**src/rtl/key_evt_pkg.sv**
```systemverilog
// -----------------------------------------------------------------------------
// key_evt_pkg
// Shared definitions for the key event classifier and its consumers.
//   - state_t       : classifier gesture states
//   - EVT_*         : event codes, also usable by the PWM duty/mode control
//   - ms_to_ticks() : converts a millisecond interval to clock ticks
// -----------------------------------------------------------------------------
package key_evt_pkg;

    typedef enum logic [2:0] {
        IDLE    = 3'd0,
        PRESSED = 3'd1,
        WAIT2   = 3'd2,
        PRESS2  = 3'd3,
        LHELD   = 3'd4
    } state_t;

    localparam int EVT_W = 3;

    localparam logic [EVT_W-1:0] EVT_NONE   = 3'd0;
    localparam logic [EVT_W-1:0] EVT_SHORT  = 3'd1;
    localparam logic [EVT_W-1:0] EVT_LONG   = 3'd2;
    localparam logic [EVT_W-1:0] EVT_DOUBLE = 3'd3;
    localparam logic [EVT_W-1:0] EVT_REPEAT = 3'd4;

    // Result is 64 bits wide; callers truncate to their own timer width.
    function automatic longint unsigned ms_to_ticks(input int unsigned ms,
                                                    input int unsigned freq_mhz);
        return longint'(ms) * 64'd1000 * longint'(freq_mhz);
    endfunction

endpackage

```
**src/rtl/key_hold_timer.sv**
```systemverilog
// -----------------------------------------------------------------------------
// key_hold_timer
// Clearable, saturating up-counter with a terminal-value compare.
// Ports:
//   clk, rst_n  : clock, asynchronous active-low reset
//   clear       : forces the count to 0 on the next edge
//   term        : terminal value X; expired is high while count == X-1
//   expired     : terminal compare result (combinational from the count)
// -----------------------------------------------------------------------------
module key_hold_timer #(
    parameter int CNT_W = 32
) (
    input  logic             clk,
    input  logic             rst_n,
    input  logic             clear,
    input  logic [CNT_W-1:0] term,
    output logic             expired
);

    logic [CNT_W-1:0] count;

    always_ff @(posedge clk or negedge rst_n) begin
        if (!rst_n) begin
            count <= '0;
        end else if (clear) begin
            count <= '0;
        end else if (count != '1) begin
            count <= count + CNT_W'(1);
        end
    end

    // Expiry is reported one count early so the registered event lands
    // exactly X+1 clocks after the triggering pulse.
    assign expired = (count == (term - CNT_W'(1)));

endmodule

```
**src/rtl/key_event_classifier.sv**
```systemverilog
// -----------------------------------------------------------------------------
// key_event_classifier
// Classifies debounced key gestures (active-low key) into single-cycle
// short_press / long_press / double_click pulses, plus an optional
// auto-repeat pulse while long-held.
//
// Build option: define KEY_REPEAT_EN to enable key_repeat generation.
// Without it key_repeat is tied to 0.
//
// Ports:
//   clk, rst_n    : clock, asynchronous active-low reset
//   key_level     : debounced level (0 = pressed), guards press in IDLE
//   key_press     : one-cycle pulse on debounced falling edge
//   key_release   : one-cycle pulse on debounced rising edge
//   short_press   : single press released before LONG, no second press
//   long_press    : key held for LONG_MS
//   double_click  : second press of a double click released
//   key_repeat    : every REPEAT_MS while long-held (KEY_REPEAT_EN only)
//   busy          : state is not IDLE
//
// state   | meaning
// --------+-----------------------------------------------------------
// IDLE    | no gesture in progress
// PRESSED | first press down, timing towards LONG
// WAIT2   | first press released, waiting for a second press
// PRESS2  | second press down, double click decided on its release
// LHELD   | long press reported, waiting for release (repeat if enabled)
// -----------------------------------------------------------------------------
module key_event_classifier
    import key_evt_pkg::*;
#(
    parameter int unsigned FREQ      = 50,
    parameter int unsigned LONG_MS   = 1000,
    parameter int unsigned DCLICK_MS = 300,
`ifdef KEY_REPEAT_EN
    parameter int unsigned REPEAT_MS = 200,
`endif
    parameter int          CNT_W     = 32
) (
    input  logic clk,
    input  logic rst_n,
    input  logic key_level,
    input  logic key_press,
    input  logic key_release,
    output logic short_press,
    output logic long_press,
    output logic double_click,
    output logic key_repeat,
    output logic busy
);

    localparam logic [CNT_W-1:0] LONG_T = CNT_W'(ms_to_ticks(LONG_MS, FREQ));
    localparam logic [CNT_W-1:0] DCLK_T = CNT_W'(ms_to_ticks(DCLICK_MS, FREQ));
`ifdef KEY_REPEAT_EN
    localparam logic [CNT_W-1:0] RPT_T  = CNT_W'(ms_to_ticks(REPEAT_MS, FREQ));
`endif

    state_t           state;
    state_t           state_next;
    logic [EVT_W-1:0] evt_next;
    logic             rpt_clear;
    logic             timer_clear;
    logic [CNT_W-1:0] term;
    logic             expired;
    logic             press_v;
    logic             release_v;

    // A press and release in the same cycle is a glitch: drop both.
    assign press_v   = key_press & ~key_release;
    assign release_v = key_release & ~key_press;

    always_comb begin
        term = '1;
        case (state)
            PRESSED: term = LONG_T;
            WAIT2:   term = DCLK_T;
`ifdef KEY_REPEAT_EN
            LHELD:   term = RPT_T;
`endif
            default: term = '1;
        endcase
    end

    assign timer_clear = (state_next != state) | rpt_clear;

    key_hold_timer #(
        .CNT_W (CNT_W)
    ) u_timer (
        .clk     (clk),
        .rst_n   (rst_n),
        .clear   (timer_clear),
        .term    (term),
        .expired (expired)
    );

    always_ff @(posedge clk or negedge rst_n) begin
        if (!rst_n) begin
            state <= IDLE;
        end else begin
            state <= state_next;
        end
    end

    // Key edges are checked before expiry so a release/press landing on the
    // expiry cycle wins over the timeout event.
    always_comb begin
        state_next = state;
        evt_next   = EVT_NONE;
        rpt_clear  = 1'b0;
        case (state)
            IDLE: begin
                if (press_v && !key_level) begin
                    state_next = PRESSED;
                end
            end
            PRESSED: begin
                if (release_v) begin
                    state_next = WAIT2;
                end else if (expired) begin
                    state_next = LHELD;
                    evt_next   = EVT_LONG;
                end
            end
            WAIT2: begin
                if (press_v) begin
                    state_next = PRESS2;
                end else if (expired) begin
                    state_next = IDLE;
                    evt_next   = EVT_SHORT;
                end
            end
            PRESS2: begin
                if (release_v) begin
                    state_next = IDLE;
                    evt_next   = EVT_DOUBLE;
                end
            end
            LHELD: begin
                if (release_v) begin
                    state_next = IDLE;
`ifdef KEY_REPEAT_EN
                end else if (expired) begin
                    evt_next  = EVT_REPEAT;
                    rpt_clear = 1'b1;
`endif
                end
            end
            default: begin
                state_next = IDLE;
            end
        endcase
    end

    always_ff @(posedge clk or negedge rst_n) begin
        if (!rst_n) begin
            short_press  <= 1'b0;
            long_press   <= 1'b0;
            double_click <= 1'b0;
        end else begin
            short_press  <= (evt_next == EVT_SHORT);
            long_press   <= (evt_next == EVT_LONG);
            double_click <= (evt_next == EVT_DOUBLE);
        end
    end

`ifdef KEY_REPEAT_EN
    always_ff @(posedge clk or negedge rst_n) begin
        if (!rst_n) begin
            key_repeat <= 1'b0;
        end else begin
            key_repeat <= (evt_next == EVT_REPEAT);
        end
    end
`else
    assign key_repeat = 1'b0;
`endif

    assign busy = (state != IDLE);

endmodule

```
**config.mk**
```make
export PLATFORM = sky130hd
export DESIGN_NAME = key_event_classifier
export DESIGN_NICKNAME = d
export VERILOG_FILES = /design/src/rtl/key_evt_pkg.sv /design/src/rtl/key_hold_timer.sv /design/src/rtl/key_event_classifier.sv
export SDC_FILE = /design/constraint.sdc
export NUM_CORES = 1
export LEC_CHECK = 0
export BUFFER_PORTS_ARGS = -buffer_cell sky130_fd_sc_hd__buf_4
export CORE_ASPECT_RATIO = 1.75
export CORE_MARGIN = 2
export CORE_UTILIZATION = 42
export DETAILED_ROUTE_END_ITERATION = 10
export GPL_TIMING_DRIVEN = 1
export PLACE_DENSITY = 0.64
export SLEW_MARGIN = 20
export SYNTH_ARGS = -nofsm -noshare
export SYNTH_HDL_FRONTEND = slang
export SYNTH_HIERARCHICAL = 1
export SYNTH_SLANG_ARGS = --single-unit
```
**constraint.sdc**
```tcl
create_clock -name clk -period 7.95 [get_ports clk]
set_clock_uncertainty 0.2 [all_clocks]
set_input_delay 1.1925 -clock clk [delete_from_list [all_inputs] [get_ports clk]]
set_output_delay 1.1925 -clock clk [all_outputs]
set_load 0.02 [all_outputs]
```
==> out/metrics.yaml, run 1 <==
outcome:
  status: "finished clean"
critical_path:
  critical_path_required_ns: 7.89
  critical_path_arrival_ns: 5.20
  crit_buf_inv: 1
  reg2reg_depth: 15
  cp-end-kind: "flop"
  r2r_start: "state[0]"
  startpoint_type: "flop"
  r2r_slack_ns: 2.69
  path_cells: "nor2b_1, and2_1, a21oi_4, buf_4, nor4_4, and2_1, xnor2_1, o21ai_0, and4b_1, nand4_1, nor4_1, o21ai_0, o21bai_1, a22o_2, nor2_1"
  cp_max_fo: 38
  worstSetupPathType: "reg2reg"
  crit_family: "simple AND/OR/NAND/NOR gates"
  slowest_delay_ns: 0.74
  slowest_stage: "nor4_1"
  r2r-end: "u_timer/count[2]"
routing:
  drc: 0
  vias_per_cell: 5.55
  routed-via-count: 2740
  wl_per_cell_um: 15.7
  first_iter_violations: 126
  wl_um: 7770
  first_pass_iters: 5
  antenna_left: 0
cts:
  cts_setup_buffers: 0
  cts_num_sinks: 38
  clock_latency_ns: 0.29
  cts_root_buf: "clkbuf_16"
  cts_buffer_depth: 2
  cts_hold_buf: 0
  cts_tree: "yes"
  cts_made_buffers: 5
  cts_resized: 0
  htreeDepth: 2
  cts.clk_slew.worst_paths_ns: 0.06
synthesis:
  synthTopCellsByArea: "dfrtp_1, xor2_1, xnor2_1, nor2_1, nor3_1"
  seq_area_frac_synth_pct: 30.4
  synth-edff-count: 0
  synth.avg_cell_area_um2: 8.25
  yosys.area.top_type_share_pct: 30.4
  synth.most_common_cell: "nor2_1"
  synth.cell_area_um2: 3130
  synthTopCellsByCount: "nor2_1, dfrtp_1, xor2_1"
  yosysWarnings: 6
  synth_top_cell_by_area: "dfrtp_1"
  ys_async_sr_fraction_pct: 100
  synthFlopType: "dfrtp_1"
  ys_types: 56
  syn_inst: 379
  ys_seq_elements: 38
grt:
  grt_use_total_pct: 19.9
  overflow: 0
  antenna_found_initial: 0
  grt_pass1_vias: 2612
  grt_pass1_wl_um: 13100
  grt_start_max_net_pins: 39
sta:
  tightest_slew_ns: 1.13
  drv_slew: 0
  final_hold_viol_count: 0
  rsz0062_at_grt: "false"
  layout_setup_ws_ns: 2.69
  setup_tns_ns: 0
  post-route-min-period_ns: 5.26
  slew_headroom_pct: 22.8
  setup_viol: 0
  fin_crit_sh_pct: 66.1
  fmax_mhz: 190
place:
  gp_congestion: 0.919
  detailed_place.area_um2: 3340
  port_buffers: 8
  pre_cts_slack_ns: 2.34
  dp_hpwl_um: 5970
hold_path:
  hp-class: "reg2reg"
  worstHoldStart: "u_timer/count[19]"
  holdPathStages: 2
  holdPathEnd: "u_timer/count[19]"
die:
  initial_core_util_pct: 43.2
  fp.coreArea_um2: 7230
  dieArea_um2: 8180
  die_y_um: 118
  rows: 41
  io_pins: 10
  die_w_um: 69.2
pwr:
  clkPwrFrac_pct: 25.8
  p_switching_w: 0.000361
  power.density_nw_per_um2: 240
  p_int_w: 0.000484
  ir_drop_v: 0.000247
  sequentialPowerShare_pct: 27.4
  power_leakage_nw: 1.41
  switching_share_pct: 42.7
  combPwrFrac_pct: 46.8
final_layout:
  n_fill_cell: 716
  multi_input_area_um2: 2170
  drive_gt1_share_pct: 8.58
  layout.nets: 414
  postLayoutCellArea_um2: 3510
  diodes: 0
  area_growth_pct: 12.4
  regArea_um2: 951
job:
  maxCapViolCount: 0
[power groups by stage]
stage | logic (W) | registers, W | clock network, W
finish | 0.000395 | 0.000231 | 0.000218
detailed placement | 0.000392 | 0.000234 | 0
global route | 0.000436 | 0.000233 | 0.000231
global placement | 0.000384 | 0.000233 | 0
floorplan | 0.000324 | 0.000221 | 0
CTS | 0.000393 | 0.000230 | 0.000222
[how the worst max path moves through the flow]
| stage | slack [ns] | cells past startpoint | startpoint | endpoint |
|---|---|---|---|---|
| floorplan | 0.62 | 16 | state[0] | u_timer/count[13] |
| finish | 2.69 | 15 | state[0] | u_timer/count[2] |
| detailed placement | 2.34 | 13 | state[0] | u_timer/count[2] |
| global route | 2.22 | 15 | state[0] | u_timer/count[2] |
| CTS | 2.34 | 13 | state[0] | u_timer/count[2] |
| global placement | 2.54 | 13 | state[0] | u_timer/count[28] |
[logic make-up (layout without fill, tap and decap cells)]
family / Yosys count / after routing / synth area share (%)
AO/OA/AOI/OAI: 50 / 50 / 10.3
XOR/XNOR: 64 / 64 / 17.9
adder cells (fa/ha/maj): 2 / 2 / 0.801
buffers and inverters: 25 / 29 / 3.40
flip-flops: 38 / 38 / 30.4
multiplexers: 10 / 10 / 3.28
other: 2 / 27 / 0.240
AND/OR/NAND/NOR: 188 / 188 / 33.6
[state kept, by name, indices dropped and copies added, names as in the netlist]
name,count
state,3
u_timer/count,32
double_click,1
long_press,1
short_press,1
[per-layer routing]
metal | wire [um] | share of wire, % | global-route usage [%]
met5 | 0 | 0 | 0
met3 | 237 | 3.1 | 2.65
met1 | 3030 | 39 | 22.0
met2 | 4240 | 55 | 37.1
met4 | 264 | 3.4 | 8.95
[cells in the final DEF, fill, tap and decap left out, types with 2 or more instances in the layout]
cell / Yosys / layout
mux2i_1: 8 / 8
nand2b_1: 2 / 2
nor3_1: 20 / 20
nor4_2: 2 / 2
or4_1: 4 / 4
nand2_1: 23 / 23
xor2_1: 34 / 34
nand4_1: 12 / 12
nand3b_1: 3 / 3
nand3_1: 18 / 18
a2111oi_0: 2 / 2
and3_1: 5 / 5
buf_4: 2 / 9
clkbuf_8: 0 / 3
a21oi_1: 11 / 10
o31ai_1: 2 / 2
conb_1: 2 / 27
o21bai_1: 2 / 2
and4_1: 3 / 3
dfrtp_1: 38 / 38
nor4bb_1: 2 / 2
nor2_1: 58 / 58
o21ai_0: 16 / 16
and2_1: 3 / 3
ha_1: 2 / 2
o32a_1: 2 / 2
a31oi_1: 4 / 4
inv_1: 11 / 11
or3_1: 3 / 3
xnor2_1: 30 / 30
clkbuf_16: 0 / 5
nor2b_1: 8 / 8
nor4_4: 3 / 3
mux2_2: 2 / 2
o22ai_1: 2 / 2
nor4_1: 10 / 10
[tightest hold or removal path, delay by kind of cell (launching register included)]
family	cells	cell delay [ns]
simple gates	1	0.07
xor+xnor	1	0.08
flops	1	0.39
[area by class of cell]
| type | count | share of cell area [%] |
|---|---|---|
| multi-input combinational | 341 | 61.9 |
| sequential | 38 | 27.1 |
| clock buffer | 8 | 4.74 |
| tap | 86 | 3.06 |
| timing repair buffer | 9 | 1.92 |
| inverter | 12 | 1.28 |
[through the flow]
stage | power (W) | util (%) | instances | hold WS [ns]
floorplan | 0.000545 | - | 404 | 0.317
global placement | 0.000617 | 46.2 | 486 | 0.371
detailed placement | 0.000626 | 46.2 | 486 | 0.370
CTS | 0.000845 | 48.5 | 494 | 0.384
global route | 0.000900 | 48.6 | 494 | 0.404
finish | 0.000845 | 48.6 | 494 | 0.387
No activity file was read; power rests on OpenSTA's default activity.
==> run 2: changes to the inputs <==
--- a/config.mk
+++ b/config.mk
@@ -11,7 +11,7 @@
 export CORE_UTILIZATION = 42
 export DETAILED_ROUTE_END_ITERATION = 10
 export GPL_TIMING_DRIVEN = 1
-export PLACE_DENSITY = 0.64
+export PLACE_DENSITY = 0.66
 export SLEW_MARGIN = 20
 export SYNTH_ARGS = -nofsm -noshare
 export SYNTH_HDL_FRONTEND = slang
==> constraint.sdc (replaced) <==
create_clock -name clk -period 4.5 [get_ports clk]
set_clock_uncertainty 0.2 [all_clocks]
set_input_delay 0.675 -clock clk [delete_from_list [all_inputs] [get_ports clk]]
set_output_delay 0.675 -clock clk [all_outputs]
set_load 0.02 [all_outputs]
==> out/metrics.yaml, run 2 (same netlist as run 1, synthesis figures left out) <==
die:
  io_pins: 10  # unchanged
  dieArea_um2: 8180  # unchanged
  die_y_um: 118  # unchanged
  fp.coreArea_um2: 7230  # unchanged
  initial_core_util_pct: 43.2  # unchanged
  die_w_um: 69.2  # unchanged
  rows: 41  # unchanged
final_layout:
  n_fill_cell: 688  # was 716
  largest_register: "u_timer/count"  # unchanged
  multi_input_area_um2: 2200  # was 2170 um^2
  regArea_um2: 951  # unchanged
  postLayoutCellArea_um2: 3630  # was 3510 um^2
  largest_reg_flops: 32  # unchanged
  fin_util_pct: 50.2  # was 48.6%
  layout_common_cells: "nor2_1, dfrtp_1, xor2_1, xnor2_1, conb_1"  # unchanged
  final_common_cell: "nor2_1"  # unchanged
  diodes: 0  # unchanged
  area_growth_pct: 16.2  # was 12.4%
  layout.nets: 426  # was 414
  largest_registers: "u_timer/count (32), state (3)"  # unchanged
  drive_gt1_share_pct: 12.1  # was 8.58%
  final_cells: 506  # was 494
place:
  pre_cts_slack_ns: 0.163  # was 2.34 ns
  dpl.cell_count: 494  # was 486
  dp_hpwl_um: 6070  # was 5970 um
  gp_congestion: 0.889  # was 0.919
  detailed_place.area_um2: 3440  # was 3340 um^2
  port_buffers: 8  # unchanged
routing:
  routed-via-count: 2843  # was 2740
  top_layer: "met4"  # unchanged
  wl_um: 7960  # was 7770 um
  vias_per_cell: 5.62  # was 5.55
  wl_met3_um: 148  # was 237 um
  drc: 0  # unchanged
  wl_met2_um: 4490  # was 4240 um
  wl_per_cell_um: 15.7  # about the same
  first_iter_violations: 71  # was 126
  antenna_left: 0  # unchanged
  first_pass_iters: 4  # was 5
  wl_met1_um: 3100  # was 3030 um
sta:
  drv_slew: 0  # unchanged
  fin_crit_sh_pct: 92.1  # was 66.1%
  final_hold_viol_count: 0  # unchanged
  post-route-min-period_ns: 4.14  # was 5.26 ns
  layout_setup_ws_ns: 0.357  # was 2.69 ns
  setup_viol: 0  # unchanged
  rsz0062_at_grt: "false"  # unchanged
  fmax_mhz: 241  # was 190 MHz
  slew_headroom_pct: 56.1  # was 22.8%
  tightest_slew_ns: 0.653  # was 1.13 ns
  setup_tns_ns: 0  # unchanged
grt:
  grt_pass1_vias: 2768  # was 2612
  grt_use_total_pct: 20.3  # was 19.9%
  overflow: 0  # unchanged
  grt_start_max_net_pins: 39  # unchanged
  grt_pass1_wl_um: 13400  # was 13100 um
  antenna_found_initial: 0  # unchanged
pwr:
  power_leakage_nw: 1.49  # was 1.41 nW
  ir_drop_v: 0.000332  # was 0.000247 V
  power.density_nw_per_um2: 434  # was 240 nW/um^2
critical_path:
  cp_max_fo: 32  # was 38
  reg2reg_depth: 16  # was 15
  slowest_stage: "dfrtp_1"  # was nor4_1
  cpMostUsedCell: "buf_4"
  critical_path_arrival_ns: 4.10  # was 5.20 ns
  slowest_delay_ns: 0.47  # was 0.74 ns
  path_depth: 16  # was 15
  cp-end-kind: "flop"  # unchanged
  path_cells: "nor2b_2, and2_4, a21oi_4, buf_4, buf_4, xnor2_1, a2111oi_1, nand3_1, nor3_1, nand4_1, nor4_4, o21ai_1, o21bai_1, a22o_1, buf_6, nor2_1"  # was nor2b_1, and2_1, a21oi_4, buf_4, nor4_4, and2_1, xnor2_1, o21ai_0, and4b_1, nand4_1, nor4_1, o21ai_0, o21bai_1, a22o_2, nor2_1
  critical_path_required_ns: 4.46  # was 7.89 ns
  crit_family: "simple AND/OR/NAND/NOR gates"  # unchanged
  crit_buf_inv: 3  # was 1
  worstSetupPathType: "reg2reg"  # unchanged
  startpoint_type: "flop"  # unchanged
cts:
  cts_made_buffers: 5  # unchanged
  htreeDepth: 2  # unchanged
  cts.clk_slew.worst_paths_ns: 0.05  # was 0.06 ns
  cts_num_sinks: 38  # unchanged
  cts_hold_buf: 0  # unchanged
  cts_root_buf: "clkbuf_16"  # unchanged
  cts_buffer_depth: 2  # unchanged
  cts_tree: "yes"  # unchanged
  clock_latency_ns: 0.29  # about the same
outcome:
  status: "finished clean"  # unchanged
job:
  maxCapViolCount: 0  # unchanged
hold_path:
  hp-class: "in2async"  # was reg2reg
run 2: cell types whose count changed in the layout (fill, tap and decap cells not counted), sizes merged:
cell | before | now
clkinv | 0 | 1
buf | 9 | 21
clkinvlp | 0 | 1
clkbuf | 8 | 6
run 2: worst paths after layout:
| path | slack [ns] | end | from |
|---|---|---|---|
| max | 0.36 | u_timer/count[5] | state[0] |
| min | 0.15 | u_timer/count[18] | rst_n |
| max reg2reg | 0.36 | u_timer/count[5] | state[0] |
| min reg2reg | 0.39 | u_timer/count[23] | u_timer/count[23] |
| max in group asynchronous | 3.61 | u_timer/count[3] | rst_n |
| min in group clk | 0.39 | u_timer/count[23] | u_timer/count[23] |
run 2: power by group:
group | total (W) | internal, W | switching [W]
clock | 0.000358 | 0.000219 | 0.000138
combinational | 0.000812 | 0.000319 | 0.000492
sequential | 0.000408 | 0.000363 | 0.0000448
total | 0.00158 | 0.000902 | 0.000676
run 2: metal layers:
metal  GRT usage (%)  up-vias
met5               0        -
met4            8.09        0
met3            2.23       18
met2            39.2       48
met1            21.9     1369
li1                -     1408
run 2: timing repair:
action                     in CTS  in global routing
resized for setup               0                  3
setup endpoints to repair       0                 32
setup buffers                   0                  4
run 2: final cells by class:
class                   instances  area share [%]
multi-input cells             341            60.7
repair buffers                 21            4.79
clock buffers                   6            3.82
inverters                      12            1.24
flip-flops and latches         38            26.2
clock inverters                 2           0.344
well taps                      86            2.96
run 2: through the flow:
step / hold WS, ns / power [W]
CTS: 0.168 / 0.00154
floorplan: 0.179 / 0.000983
global route: 0.191 / 0.00169
detailed placement: 0.381 / 0.00118
global placement: 0.376 / 0.00116
finish: 0.146 / 0.00158
==> run 3: changes to the inputs <==
--- a/config.mk
+++ b/config.mk
@@ -5,6 +5,7 @@
 export SDC_FILE = /design/constraint.sdc
 export NUM_CORES = 1
 export LEC_CHECK = 0
+export ABC_AREA = 1
 export BUFFER_PORTS_ARGS = -buffer_cell sky130_fd_sc_hd__buf_4
 export CORE_ASPECT_RATIO = 1.75
 export CORE_MARGIN = 2
==> out/metrics.yaml, run 3 <==
synthesis:
  synth_top_family_by_area: "simple AND/OR/NAND/NOR gates"  # unchanged
  synth_xor_area_share_pct: 7.77  # was 17.9%
  seq_area_frac_synth_pct: 25.6  # was 30.4%
  ys_seq_elements: 38  # unchanged
  synth.avg_cell_area_um2: 6.09  # was 8.25 um^2
  synthMuxAreaShare_pct: 0  # was 3.28%
  synthAdderAreaFrac_pct: 0.672  # was 0.801%
  synth.most_common_cell: "nand2_1"  # was nor2_1
  yosysWarnings: 6  # unchanged
  synthTopCellsByCount: "nand2_1, nor2_1, inv_1"  # was nor2_1, dfrtp_1, xor2_1
  yosys.area.top_type_share_pct: 25.6  # was 30.4%
  synthTopCellsByArea: "dfrtp_1, nand2_1, nor2_1, inv_1, xor2_1"  # was dfrtp_1, xor2_1, xnor2_1, nor2_1, nor3_1
  synth_compound_area_share_pct: 8.94  # was 10.3%
  ys_async_sr_fraction_pct: 100  # unchanged
  synthFlopType: "dfrtp_1"  # unchanged
  synth.cell_area_um2: 3720  # was 3130 um^2
  ys_types: 39  # was 56
  synth_top_cell_by_area: "dfrtp_1"  # unchanged
  synthSimpleGateAreaFrac_pct: 47.5  # was 33.6%
  syn_inst: 611  # was 379
  synth-edff-count: 0  # unchanged
sta:
  final_hold_viol_count: 0  # unchanged
  fmax_mhz: 242  # was 241 MHz
  tightest_slew_ns: 0.530  # was 0.653 ns
  slew_headroom_pct: 64.7  # was 56.1%
  post-route-min-period_ns: 4.13  # was 4.14 ns
  rsz0062_at_grt: "false"  # unchanged
  setup_tns_ns: 0  # unchanged
  hold_slack_ns: 0.151  # was 0.146 ns
  fin_crit_sh_pct: 91.7  # was 92.1%
  drv_slew: 0  # unchanged
  setup_viol: 0  # unchanged
routing:
  wl_um: 11300  # was 7960 um
  vias_per_cell: 5.13  # was 5.62
  antenna_left: 0  # unchanged
  first_iter_violations: 264  # was 71
  first_pass_iters: 6  # was 4
  wl_per_cell_um: 14.5  # was 15.7 um
  routed-via-count: 3998  # was 2843
  drc: 0  # unchanged
grt:
  grt_start_max_net_pins: 39  # unchanged
  grt_use_total_pct: 24.7  # was 20.3%
  grt_pass1_vias: 3928  # was 2768
  grt_pass1_wl_um: 18000  # was 13400 um
  antenna_found_initial: 0  # unchanged
  overflow: 0  # unchanged
job:
  maxCapViolCount: 0  # unchanged
critical_path:
  r2r_start: "state[2]"  # was state[0]
  r2r-end: "u_timer/count[21]"  # was u_timer/count[5]
  startpoint_type: "flop"  # unchanged
  worstSetupPathType: "reg2reg"  # unchanged
  critical_path_arrival_ns: 4.09  # was 4.10 ns
  cp_max_fo: 8  # was 32
  reg2reg_depth: 30  # was 16
  r2r_slack_ns: 0.37  # was 0.36 ns
  cp-end-kind: "flop"  # unchanged
  slowest_stage: "dfrtp_2"  # was dfrtp_1
  critical_path_required_ns: 4.46  # about the same
  slowest_delay_ns: 0.49  # was 0.47 ns
cts:
  cts_root_buf: "clkbuf_16"  # unchanged
  cts_tree: "yes"  # unchanged
  cts_buffer_depth: 2  # unchanged
  cts.clk_slew.worst_paths_ns: 0.06  # was 0.05 ns
  cts_num_sinks: 38  # unchanged
  clock_latency_ns: 0.29  # about the same
  cts_hold_buf: 0  # unchanged
  htreeDepth: 2  # unchanged
  cts_made_buffers: 5  # unchanged
pwr:
  ir_drop_v: 0.000176  # was 0.000332 V
  power_leakage_nw: 2.05  # was 1.49 nW
  power.density_nw_per_um2: 413  # was 434 nW/um^2
place:
  gp_congestion: 0.953  # was 0.889
  dp_hpwl_um: 9090  # was 6070 um
  port_buffers: 8  # unchanged
  dpl.cell_count: 765  # was 494
final_layout:
  diodes: 0  # unchanged
  n_fill_cell: 945  # was 688
  drive_gt1_share_pct: 11.9  # was 12.1%
  area_growth_pct: 15.3  # was 16.2%
  final_cells: 779  # was 506
  layout.nets: 668  # was 426
  regArea_um2: 952  # was 951 um^2
  layout_common_cells: "nand2_1, nor2_1, inv_1, dfrtp_1, nand3_1"  # was nor2_1, dfrtp_1, xor2_1, xnor2_1, conb_1
  largest_register: "u_timer/count"  # unchanged
  largest_registers: "u_timer/count (32), state (3)"  # unchanged
  final_common_cell: "nand2_1"  # was nor2_1
  fin_util_pct: 49.5  # was 50.2%
  largest_reg_flops: 32  # unchanged
  multi_input_area_um2: 2530  # was 2200 um^2
die:
  fp.coreArea_um2: 8670  # was 7230 um^2
  io_pins: 10  # unchanged
  initial_core_util_pct: 42.9  # was 43.2%
  rows: 45  # was 41
  die_w_um: 75.2  # was 69.2 um
  dieArea_um2: 9660  # was 8180 um^2
  die_y_um: 129  # was 118 um
outcome:
  status: "finished clean"  # unchanged
hold_path:
  hp-class: "in2async"  # unchanged
==> run 3: cell types whose count changed in the layout (fill, tap and decap cells not counted), sizes merged, moves of 5 or more <==
cell | previous run | this run
nand2 | 24 | 182
inv | 12 | 84
nor2 | 58 | 115
nand3 | 18 | 35
xnor2 | 30 | 13
xor2 | 34 | 20
o21ai | 17 | 28
mux2i | 8 | 0
nor2b | 8 | 0
nor4 | 15 | 8
a21oi | 11 | 17
and3 | 5 | 0
==> run 3: worst max-delay path: cells and delay by family (launching register included) <==
family	cells	cell delay (ns)
buf+inv	5	0.52
compound gates	2	0.20
flops	1	0.49
simple gates	22	2.31
fa+ha+maj	1	0.25
==> run 3: repair_timing <==
action / 4_1_cts / 5_1_grt
pin swaps: 0 / 1
resized for setup: 0 / 5
buffers inserted: 2 / 3
cloned: 0 / 1
endpoints found under the setup margin: 2 / 32
==> run 3: where the power goes <==
| group | internal [W] | leakage (nW) | switching (W) |
|---|---|---|---|
| clock | 0.000261 | 0.0760 | 0.000152 |
| sequential | 0.000361 | 0.524 | 0.0000268 |
| combinational | 0.000342 | 1.45 | 0.000630 |
==> run 3: final cells by class <==
| cell class | instances | share of cell area (%) |
|---|---|---|
| multi-input combinational | 508 | 58.9 |
| timing repair inverter | 1 | 0.117 |
| clock inverter | 3 | 1.05 |
| inverter | 85 | 7.52 |
| tap | 117 | 3.41 |
| sequential | 38 | 22.2 |
| timing repair buffer | 22 | 3.85 |
| clock buffer | 5 | 2.92 |
==> run 3: cell families after synthesis <==
group | count (synthesis)
flops | 38
other cells | 2
compound gates | 60
fa+ha+maj | 2
simple gates | 386
buf+inv | 90
xor+xnor | 33
==> run 3: worst max-delay path by stage <==
stage | end | start | cells past startpoint | slack [ns]
global placement | u_timer/count[21] | state[2] | 30 | 0.20
floorplan | u_timer/count[21] | state[2] | 31 | 0.03
global route | u_timer/count[12] | state[2] | 31 | 0.01
CTS | u_timer/count[21] | state[2] | 30 | 0.06
finish | u_timer/count[21] | state[2] | 30 | 0.37
detailed placement | u_timer/count[21] | state[2] | 30 | -0.008
==> run 3: per-layer routing <==
layer | part of all wire [%] | wire (um) | track usage, %
met1 | 36 | 4110 | 24.7
met2 | 53 | 5970 | 44.0
met3 | 3.2 | 358 | 3.13
met4 | 7.7 | 864 | 19.0
met5 | 0 | 0 | 0
==> run 3: metrics by stage <==
stage                     area [um^2]  setup slack [ns]  total power (W)
final                            4290             0.374          0.00177
after global routing             4290            0.0121          0.00192
after CTS                        4250            0.0564          0.00173
after detailed placement         4060          -0.00822          0.00129
after global placement           4060             0.199          0.00127
after floorplan                  3820            0.0294          0.00105
